## src/rtl/sync_axis_cntr.sv

```systemverilog
// Timing-axis counter for the VGA sync generator.
// Counts 0..total, decodes blank/active/sync from the count, and emits
// frame-wrap and line-match pulses. Timing fields are double-buffered:
// a committed configuration sits in staging until the next wrap, where it
// is validated and either adopted into the shadow fields or rejected.
module sync_axis_cntr #(
  parameter int W              = 10,
  parameter bit SYNC_POL       = 1'b0,
  parameter int DEF_VISIBLE    = 480,
  parameter int DEF_SYNC_START = 490,
  parameter int DEF_SYNC_END   = 492,
  parameter int DEF_TOTAL      = 524
) (
  input  logic           clk,
  input  logic           nreset,
  input  logic           adv,
  input  logic [4*W-1:0] cfg,
  input  logic           cfg_commit,
  input  logic [W-1:0]   match_line,
  output logic [W-1:0]   count,
  output logic           blank,
  output logic           active,
  output logic           sync,
  output logic           wrap,
  output logic           line_match,
  output logic           cfg_pending,
  output logic           cfg_err
);

  logic [W-1:0]   count_q, count_d;
  logic [W-1:0]   vis_q, vis_d;
  logic [W-1:0]   ss_q, ss_d;
  logic [W-1:0]   se_q, se_d;
  logic [W-1:0]   tot_q, tot_d;
  logic [4*W-1:0] stage_q, stage_d;
  logic           pending_q, pending_d;
  logic           err_q, err_d;
  logic           wrap_q, wrap_d;
  logic           match_q, match_d;
  logic           blank_q, blank_d;
  logic           sync_q, sync_d;

  logic           wrap_evt;
  logic           stage_valid;
  logic [W-1:0]   stg_vis, stg_ss, stg_se, stg_tot;

  assign stg_vis = stage_q[W-1:0];
  assign stg_ss  = stage_q[2*W-1:W];
  assign stg_se  = stage_q[3*W-1:2*W];
  assign stg_tot = stage_q[4*W-1:3*W];

  // Advance the position and detect the wrap event (last count reached while advancing)
  always_comb begin
    wrap_evt = adv && (count_q == tot_q);
    count_d  = count_q;
    if (adv) begin
      count_d = wrap_evt ? '0 : count_q + W'(1);
    end
  end

  // Staging/shadow handshake: apply (or reject) staging at wrap, then capture any new commit
  always_comb begin
    stage_valid = (stg_vis <= stg_ss) && (stg_ss < stg_se) &&
                  (stg_se <= stg_tot) && (stg_tot != '0);
    vis_d     = vis_q;
    ss_d      = ss_q;
    se_d      = se_q;
    tot_d     = tot_q;
    err_d     = err_q;
    pending_d = pending_q;
    stage_d   = stage_q;
    if (wrap_evt && pending_q) begin
      if (stage_valid) begin
        vis_d = stg_vis;
        ss_d  = stg_ss;
        se_d  = stg_se;
        tot_d = stg_tot;
        err_d = 1'b0;
      end else begin
        err_d = 1'b1;
      end
      pending_d = 1'b0;
    end
    if (cfg_commit) begin
      stage_d   = cfg;
      pending_d = 1'b1;
    end
  end

  // Decode flags and pulses from the next count and next shadow so they line up with count
  always_comb begin
    wrap_d  = wrap_evt;
    match_d = adv && (count_d == match_line);
    blank_d = (count_d >= vis_d);
    sync_d  = ((count_d >= ss_d) && (count_d < se_d)) ? SYNC_POL : ~SYNC_POL;
  end

  // State register; reset restores the default timing and discards any staged commit
  always_ff @(posedge clk or negedge nreset) begin
    if (!nreset) begin
      count_q   <= '0;
      vis_q     <= W'(DEF_VISIBLE);
      ss_q      <= W'(DEF_SYNC_START);
      se_q      <= W'(DEF_SYNC_END);
      tot_q     <= W'(DEF_TOTAL);
      stage_q   <= '0;
      pending_q <= 1'b0;
      err_q     <= 1'b0;
      wrap_q    <= 1'b0;
      match_q   <= 1'b0;
      blank_q   <= 1'b0;
      sync_q    <= ~SYNC_POL;
    end else begin
      count_q   <= count_d;
      vis_q     <= vis_d;
      ss_q      <= ss_d;
      se_q      <= se_d;
      tot_q     <= tot_d;
      stage_q   <= stage_d;
      pending_q <= pending_d;
      err_q     <= err_d;
      wrap_q    <= wrap_d;
      match_q   <= match_d;
      blank_q   <= blank_d;
      sync_q    <= sync_d;
    end
  end

  assign count       = count_q;
  assign blank       = blank_q;
  assign active      = ~blank_q;
  assign sync        = sync_q;
  assign wrap        = wrap_q;
  assign line_match  = match_q;
  assign cfg_pending = pending_q;
  assign cfg_err     = err_q;

endmodule

```

## config.mk

```make
export PLATFORM = sky130hd
export DESIGN_NAME = sync_axis_cntr
export DESIGN_NICKNAME = d
export VERILOG_FILES = /design/src/rtl/sync_axis_cntr.sv
export SDC_FILE = /design/constraint.sdc
export NUM_CORES = 1
export LEC_CHECK = 0
export ABC_AREA = 1
export CAP_MARGIN = 40
export CELL_PAD_IN_SITES_DETAIL_PLACEMENT = 0
export CELL_PAD_IN_SITES_GLOBAL_PLACEMENT = 1
export CORE_MARGIN = 5
export CORE_UTILIZATION = 30
export DETAILED_ROUTE_END_ITERATION = 7
export PLACE_DENSITY_LB_ADDON = 0.3
export SLEW_MARGIN = 5
export SYNTH_ARGS = -nofsm -noshare
export SYNTH_HDL_FRONTEND = slang
export SYNTH_SLANG_ARGS = --single-unit
```

## constraint.sdc

```tcl
create_clock -name clk -period 2.6 [get_ports clk]
set_clock_uncertainty 0.05 [all_clocks]
set_input_delay 0.26 -clock clk [delete_from_list [all_inputs] [get_ports clk]]
set_output_delay 0.26 -clock clk [all_outputs]
set_load 0.1 [all_outputs]
```

---- After elaboration in Yosys (flattened, before gate mapping) ----
Index checks and enable logic that the tools add are counted.
operators by class
  reduce and logical (&&, ||, !) cells .... 10
  eq/ne operators ......................... 2
  bitwise gates (word level) .............. 1
  mux-type cells .......................... 12
  add/subtract/negate cells ............... 1
  $lt $le $gt $ge ......................... 6
operator list
  operator                                        count
  two-way mux 10 bit                              8
  equality test 10 bit                            2
  >= comparator 10 bit                            2
  less-or-equal comparator 10 bit                 2
  < comparator 10 bit                             2
  adder 10 x 1 -> 10 bit (second input constant)  1
  nonzero test 10 bit                             1
  logical AND 1 bit                               7
  two-way mux 1 bit                               4
  AND reduction 2 bit                             1
  nonzero test 2 bit                              1
  NOT 1 bit                                       1
storage, ports and cells
  output and inout bits ................... 17
  bits in registers ....................... 96

---- Depth between registers and ports, before layout ----
  depth in word-level cells ............... 9
  gate-level depth with buffers ........... 23
  mapped depth without buffers ............ 22

---- Worst setup path after synthesis ----
Ideal clock, no wire load.
  kind .................................... register -> register
  from .................................... register count_q[9], in the netlist count[9]
  to ...................................... register sync_q, in the netlist sync
  buffers on the path ..................... 1
  cell stages (with the launch flop) ...... 21
  data arrival time ....................... 3.152 ns
  clock period less this slack ............ 3.278 ns
  slack ................................... -0.678 ns
  setup time .............................. 0.075 ns
  required time ........................... 2.475 ns
  cells stage by stage .................... dfrtp_1 inv_1 nand2_1 nand2_1 inv_1 nand3_1 nor2_4 nand3_2 nor2_2 nand2_4 buf_6 nand2_1 o21ai_2 ha_1 nand2_1 nor4_1 nand3_1 nand4_1 o2111ai_1 inv_1 nand2_1
on the way
  cells in the longest elaborated chain, start to end .. 7
ends and longest elaborated chain
  what                                                            line  source
  from (decl)                                                     30    logic [W-1:0] count_q, count_d;
  from (signal assigned)                                          114   count_q <= count_d;
  branches (longest 5 deep; another with adder 10 x 1 -> 10 bit)  -
  logical AND 1 bit *                                             95    sync_d = ((count_d >= ss_d) && (count_d < se_d)) ? SYNC_POL : ~SYNC_POL;
  two-way mux 1 bit *                                             95
  net sync_d                                                      41    logic sync_q, sync_d;
  to (signal assigned)                                            112   sync_q <= ~SYNC_POL;
  to (signal assigned)                                            125   sync_q <= sync_d;
  to (decl)                                                       41
Mark *: on every way through the listed nets, which the timed path passes.
A chain may end at the register's enable or synchronous reset.

---- Final worst setup path ----
  from .................................... register stage_q[27]
  to ...................................... register sync_q, in the netlist sync
on the way
  cells in the longest elaborated chain, start to end .. 9
ends and longest elaborated chain
  what                                                                line  source
  from (decl)                                                         35    logic [4*W-1:0] stage_q, stage_d;
  from (signal assigned)                                              119   stage_q <= stage_d;
  < comparator 10 bit                                                 63    stage_valid = (stg_vis <= stg_ss) && (stg_ss < stg_se) &&
  logical AND 1 bit (2 in series)                                     63
  logical AND 1 bit                                                   64    (stg_se <= stg_tot) && (stg_tot != '0);
  two-way mux 10 bit                                                  73    if (stage_valid) begin
  two-way mux 10 bit                                                  72    if (wrap_evt && pending_q) begin
  >= comparator 10 bit / < comparator 10 bit (equally long branches)  95
  logical AND 1 bit *                                                 95
  two-way mux 1 bit *                                                 95
  net sync_d                                                          41
Mark *: on every way through the listed nets, which the timed path passes. The rest lies on a longest branch.

==> impl_metrics.ini <==
[outcome]
status = finished, violations left
violations = setup timing

[yosys]
yosysTopAreaCell = dfrtp_1
synth_cells = 749
synth_mux_area_share_pct = 0
synth_edf_count = 0
synth_ff_type = dfrtp_1
yosysUniqueCellTypes = 38
synth_seq_area_share_pct = 41.25
ys_async_sr_fraction_pct = 100.0
synthTopCellsByArea = dfrtp_1 (32%), nand2_1 (14%), ha_1 (13%)
syn_nets = 862
synth_top_family_by_area = simple AND/OR/NAND/NOR gates
synth-simple-area-share_pct = 22.50
synth-xor-area-share_pct = 0.8930
ys_ff_latch = 96
yosysWarnings = 0
synthAdderAreaFrac_pct = 12.55
synth_top_area_share_pct = 32.32
synth-compound-area-share_pct = 11.42
synth_area_um2 = 5884
syn_area_per_cell_um2 = 7.856

[sta]
hold_viol = 0
worst_pin_slew_ps = 596.5
timing.final.ws_setup_ps = -349.5
rsz0062_at_grt = true
finalSetupViolCount = 2
fmax_mhz = 339.0
period_needed_ps = 2949
timing.slew.headroom_pct = 60.24
drv_slew = 0
holdWs_ps = 305.2
fin_crit_sh_pct = 113.4

[critical_path]
path_delay_family = simple AND/OR/NAND/NOR gates
critPathMaxStageDelay_ps = 450
arrival_ps = 3180
rr_worst_depth = 20
path_max_fanout = 6
worst_path_max_delay_cell = dfrtp_2
start_kind = flop
critPathRequiredTime_ps = 2830
crit_top_cell = nand2_1
path_buf_inv = 3
cp-end-kind = flop
path_cells = ha_4 > nand2_1 > nand2_1 > a21oi_2 > nand2_1 > nor2_2 > nor2_4 > nor2_4 > buf_12 > nand2_8 > buf_6 > o21ai_4 > ha_4 > nand2_2 > nor4_2 > nand3_1 > nand4_1 > o2111ai_2 > inv_1 > nand2_1
path_depth = 20
crit_type = reg2reg

[floorplan]
initial_core_util_pct = 30.33
io_pins = 71
die_h_um = 150.1
rows = 51
fp.dieArea_um2 = 22520
fp.coreArea_um2 = 19400
chipWidth_um = 150.1

[cts]
cts_tree = built
clock_path_buffers = 2
root_buffer = clkbuf_16
numCtsBuffers = 9
clock_sink_count = 96
clkLatencyLatePin_ps = 350
cts_max_level = 3
clk_pin_slew_ps = 70

[route]
wl_per_cell_um = 13.85
drt_pass1_iterations = 4
drt_iter0_markers = 268
vias_per_cell = 4.234
ant_nets = 0
drc_errors = 0
postRouteWirelength_mm = 17.40
vias = 5322

[placement]
gp_congestion = 0.8621
place_hpwl_mm = 13.44
post-place-ws_ps = -509.9
placed_cells = 1222
port_buffers = 70

[layout]
fillers = 1965
layout.cells.non_filler = 1257
fin_nets = 1100
multi_input_area_um2 = 3207
seq_area_um2 = 2474
drive_gt1_share_pct = 39.31
syn2layout_area_growth_pct = 50.73
diodes = 0

[run]
drv_cap = 0

[global_route]
antenna_found_initial = 0
grt_util_all_layers_pct = 15.98
overflow = 0
grt_pass1_vias = 5337
grt_max_degree = 55
grt_pass1_wl_mm = 27.74

[power]
peakVddDrop_uv = 437.8
p_leak_nw = 4.562
power_density_nw_per_um2 = 696.6
finalPower_mw = 6.179

[worst_hold_path]
whs_path_depth = 3
hp-class = in2reg
## cell usage after synthesis (10+ instances only)
master and number:
dfstp_2 20, nand2_1 217, dfrtp_1 76, inv_2 32, a21oi_1 25, ha_1 59
o21ai_0 42, nand3_1 19, nor2_1 47, nand4_1 10, o21ai_2 27, inv_1 114
## area by class of cell
type	instances	share of cell area, %
multi-input cells	491	36.15
flip-flops and latches	96	27.89
repair buffers	242	22.51
inverters	147	6.362
well taps	265	3.738
clock buffers	9	2.539
clock inverters	7	0.8041
## worst reg2reg max path: stages, from the launching register on
cell and delay [ps]:
dfrtp_2 450, ha_4 260, nand2_1 60, nand2_1 60, a21oi_2 120, nand2_1 70, nor2_2 150, nor2_4 60
nor2_4 120, buf_12 150, nand2_8 90, buf_6 130, o21ai_4 180, ha_4 160, nand2_2 60, nor4_2 270
nand3_1 100, nand4_1 140, o2111ai_2 120, inv_1 70, nand2_1 50
## power by group
part           leakage, nW  internal [mW]  switching [mW]
Sequential            1.05           1.68           0.148
Clock                0.150          0.749           0.617
Combinational         3.36           1.17            1.81
Total                 4.56           3.60            2.58
## flip-flops by register name, indices dropped and copies added, names as in the netlist
register,flops
blank,1
cfg_err,1
cfg_pending,1
count,10
line_match,1
se_q,10
ss_q,10
stage_q,40
sync,1
tot_q,10
vis_q,10
wrap,1
## metal layers
metal / track usage [%] / vias to the layer above / part of all wire, %
li1: - / 2813 / -
met1: 22.55 / 2415 / 48
met2: 25.93 / 82 / 47
met3: 2.635 / 12 / 3.9
met4: 3.248 / 0 / 0.98
met5: 0 / - / 0
## cells in the final DEF (no fill, tap or decap), drive strengths merged
cell type,netlist,final
a31o,1,1
xnor2,3,3
ha,59,59
dlygate4sd3,0,1
a211oi,2,2
o2111ai,1,1
a21o,2,2
a21boi,1,1
o21bai,2,2
nand3,21,21
clkdlybuf4s50,0,51
clkbuf,8,9
or2,1,1
xor2,3,3
dfstp,20,20
bufinv,0,1
clkinv,1,6
o211ai,3,3
a22oi,1,1
and2,1,1
nor2,50,50
a21oi,25,25
o21ai,69,69
buf,9,190
nand2,222,224
nor3,6,6
inv,146,147
nand4,10,10
nor3b,1,1
nand3b,3,3
nor4,2,2
dfrtp,76,76
## worst paths after layout
path | from | endpoint | slack (ps)
max | stage_q[27]$_DFFE_PN0P_ | sync$_DFF_PN1_ | -350
min in group asynchronous | nreset | line_match$_DFF_PN0_ | 400
max in group asynchronous | nreset | tot_q[3]$_DFFE_PN1P_ | 1340
max reg2reg | stage_q[27]$_DFFE_PN0P_ | sync$_DFF_PN1_ | -350
min reg2reg | tot_q[1]$_DFFE_PN0P_ | tot_q[1]$_DFFE_PN0P_ | 490
min | cfg_commit | stage_q[33]$_DFFE_PN0P_ | 310
## per-stage QoR
stage	setup TNS, ps	util [%]	instance area (um^2)
after floorplan	-179.3	-	5932
after global placement	-928.4	41.09	7971
after detailed placement	-963.4	41.09	7971
after CTS	-584.4	43.67	8472
after global routing	-880.4	45.72	8870
final	-566.0	45.72	8870
## cells by family (layout without fill, tap and decap cells)
logic type / Yosys count / after routing
AO/OA/AOI/OAI: 107 / 107
XOR/XNOR: 6 / 6
adder cells (fa/ha/maj): 59 / 59
buffers and inverters: 164 / 405
flip-flops: 96 / 96
AND/OR/NAND/NOR: 317 / 319
## what timing repair did
| action | in CTS | in global routing |
|---|---|---|
| hold endpoints to repair | 31 | 0 |
| setup buffers | 4 | 12 |
| pin swaps | 12 | 31 |
| resized for setup | 35 | 68 |
| hold buffers | 1 | 0 |
| endpoints found under the setup margin | 2 | 2 |
| cloned | 2 | 0 |
No activity file was read; power rests on OpenSTA's default activity.
==> RTL edit, RTL diff (config.mk and constraints unchanged) <==
Set the parameter `SYNC_POL` to 1'b1 (it was 1'b0).
--- a/src/rtl/sync_axis_cntr.sv
+++ b/src/rtl/sync_axis_cntr.sv
@@ -5,7 +5,7 @@
 // is validated and either adopted into the shadow fields or rejected.
 module sync_axis_cntr #(
   parameter int W              = 10,
-  parameter bit SYNC_POL       = 1'b0,
+  parameter bit SYNC_POL       = 1'b1,
   parameter int DEF_VISIBLE    = 480,
   parameter int DEF_SYNC_START = 490,
   parameter int DEF_SYNC_END   = 492,
Check against the original RTL: not equivalent (a bounded check fails within 4 cycles, from zero or initial values and one cycle with nreset low).
==> RTL edit against the unedited design <==
The flow still finishes with violations (setup timing); largest power group unchanged; sequential cell count did not move; sequential power is 4% lower; design area shrank 1.9%; synthesized cell count fell by 7.1%; setup slack lost 0.023 ns; largest cell class unchanged; routed wire length decreased by 3.0%; synthesized area down 2.9%; die area is 2.7% lower; total power fell by 6.8%.
==> RTL edit: results (changes against the unedited design) <==
status: "finished, violations left"  # unchanged
violations: "setup timing"  # unchanged
vias_per_cell: 4.33  # was 4.23
globalRouteMet2Util: 0.248  # was 0.259
leakage_nw: 4.42  # was 4.56 nW
tns_ns: -0.601  # was -0.566 ns
vdd_drop_max_uv: 378  # was 438 uV
maxSlewHeadroom: 0.590  # was 0.602
ctsResizeCount: 30  # was 35
postPlaceCellArea_mm2: 0.00767  # was 0.00797 mm^2
drt_iter0_drc: 234  # was 268
fillCellCount: 1846  # was 1965
endpoint: "sync"  # unchanged
drive_gt1_frac: 0.400  # was 0.393
cp_data_arrival_time_ns: 3.15  # was 3.18 ns
switching_share: 0.393  # was 0.417
slowest_stage: "dfrtp_1"  # was dfrtp_2
met3_usage: 0.0325  # was 0.0263
grt_pass1_wl_um: 26300  # was 27700 um
post-place-ws_ns: -0.519  # was -0.510 ns
post_cts.repair.setup_buffers: 15  # was 4
wirelength_um: 16900  # was 17400 um
routed-wl-met3_um: 572  # was 677 um
netlist_top_cells_area: "dfrtp_1 34%, ha_1 13%, nand2_1 12%"  # was dfrtp_1 32%, nand2_1 14%, ha_1 13%
synth-xor-area-share: 0.0123  # was 0.00893
setup_slack_ns: -0.373  # was -0.349 ns
synth_compound_area_frac: 0.119  # was 0.114
synth_fp_nets: 809  # was 862
finalSetupViolCount: 2  # unchanged
avgRoutedWirePerCell_um: 14.5  # was 13.8 um
ff2ff_path_depth: 21  # was 20
wl_met2_um: 7910  # was 8140 um
synth_commonest_cells: "182 x nand2_1, 92 x inv_1, 77 x dfrtp_1"  # was 217 x nand2_1, 114 x inv_1, 76 x dfrtp_1
hpwlAfterDp_um: 12800  # was 13400 um
routabilityCongestion: 0.812  # was 0.862
==> RTL edit: cell count changes in the layout (fill, tap and decap cells not counted), sizes merged, moves of 2 or more <==
cell      change
clkinv        -3
nand4         -3
buf          -13
a21oi         -8
clkinvlp      +2
nor2          -5
nand2        -39
nand3b        -3
inv          -29
nor3          -4
o21ai        +11
or2          +26
clkbuf        +3
==> RTL edit: final cells by class <==
type,count,area (um^2),share of cell area
clock inverters,5,62.6,0.00719
flip-flops and latches,96,2470,0.284
multi-input cells,467,3220,0.370
inverters,117,449,0.0516
clock buffers,11,253,0.0290
well taps,234,293,0.0336
repair inverters,2,15.0,0.00173
repair buffers,230,1950,0.224
==> RTL edit: power by group through the flow <==
stage	logic [mW]	clock network, mW	registers, mW
after detailed placement	2.33	0	1.78
after CTS	2.43	1.45	1.75
after floorplan	0.855	0	2.25
after global routing	2.85	1.53	1.77
final	2.59	1.42	1.75
after global placement	2.31	0	1.78
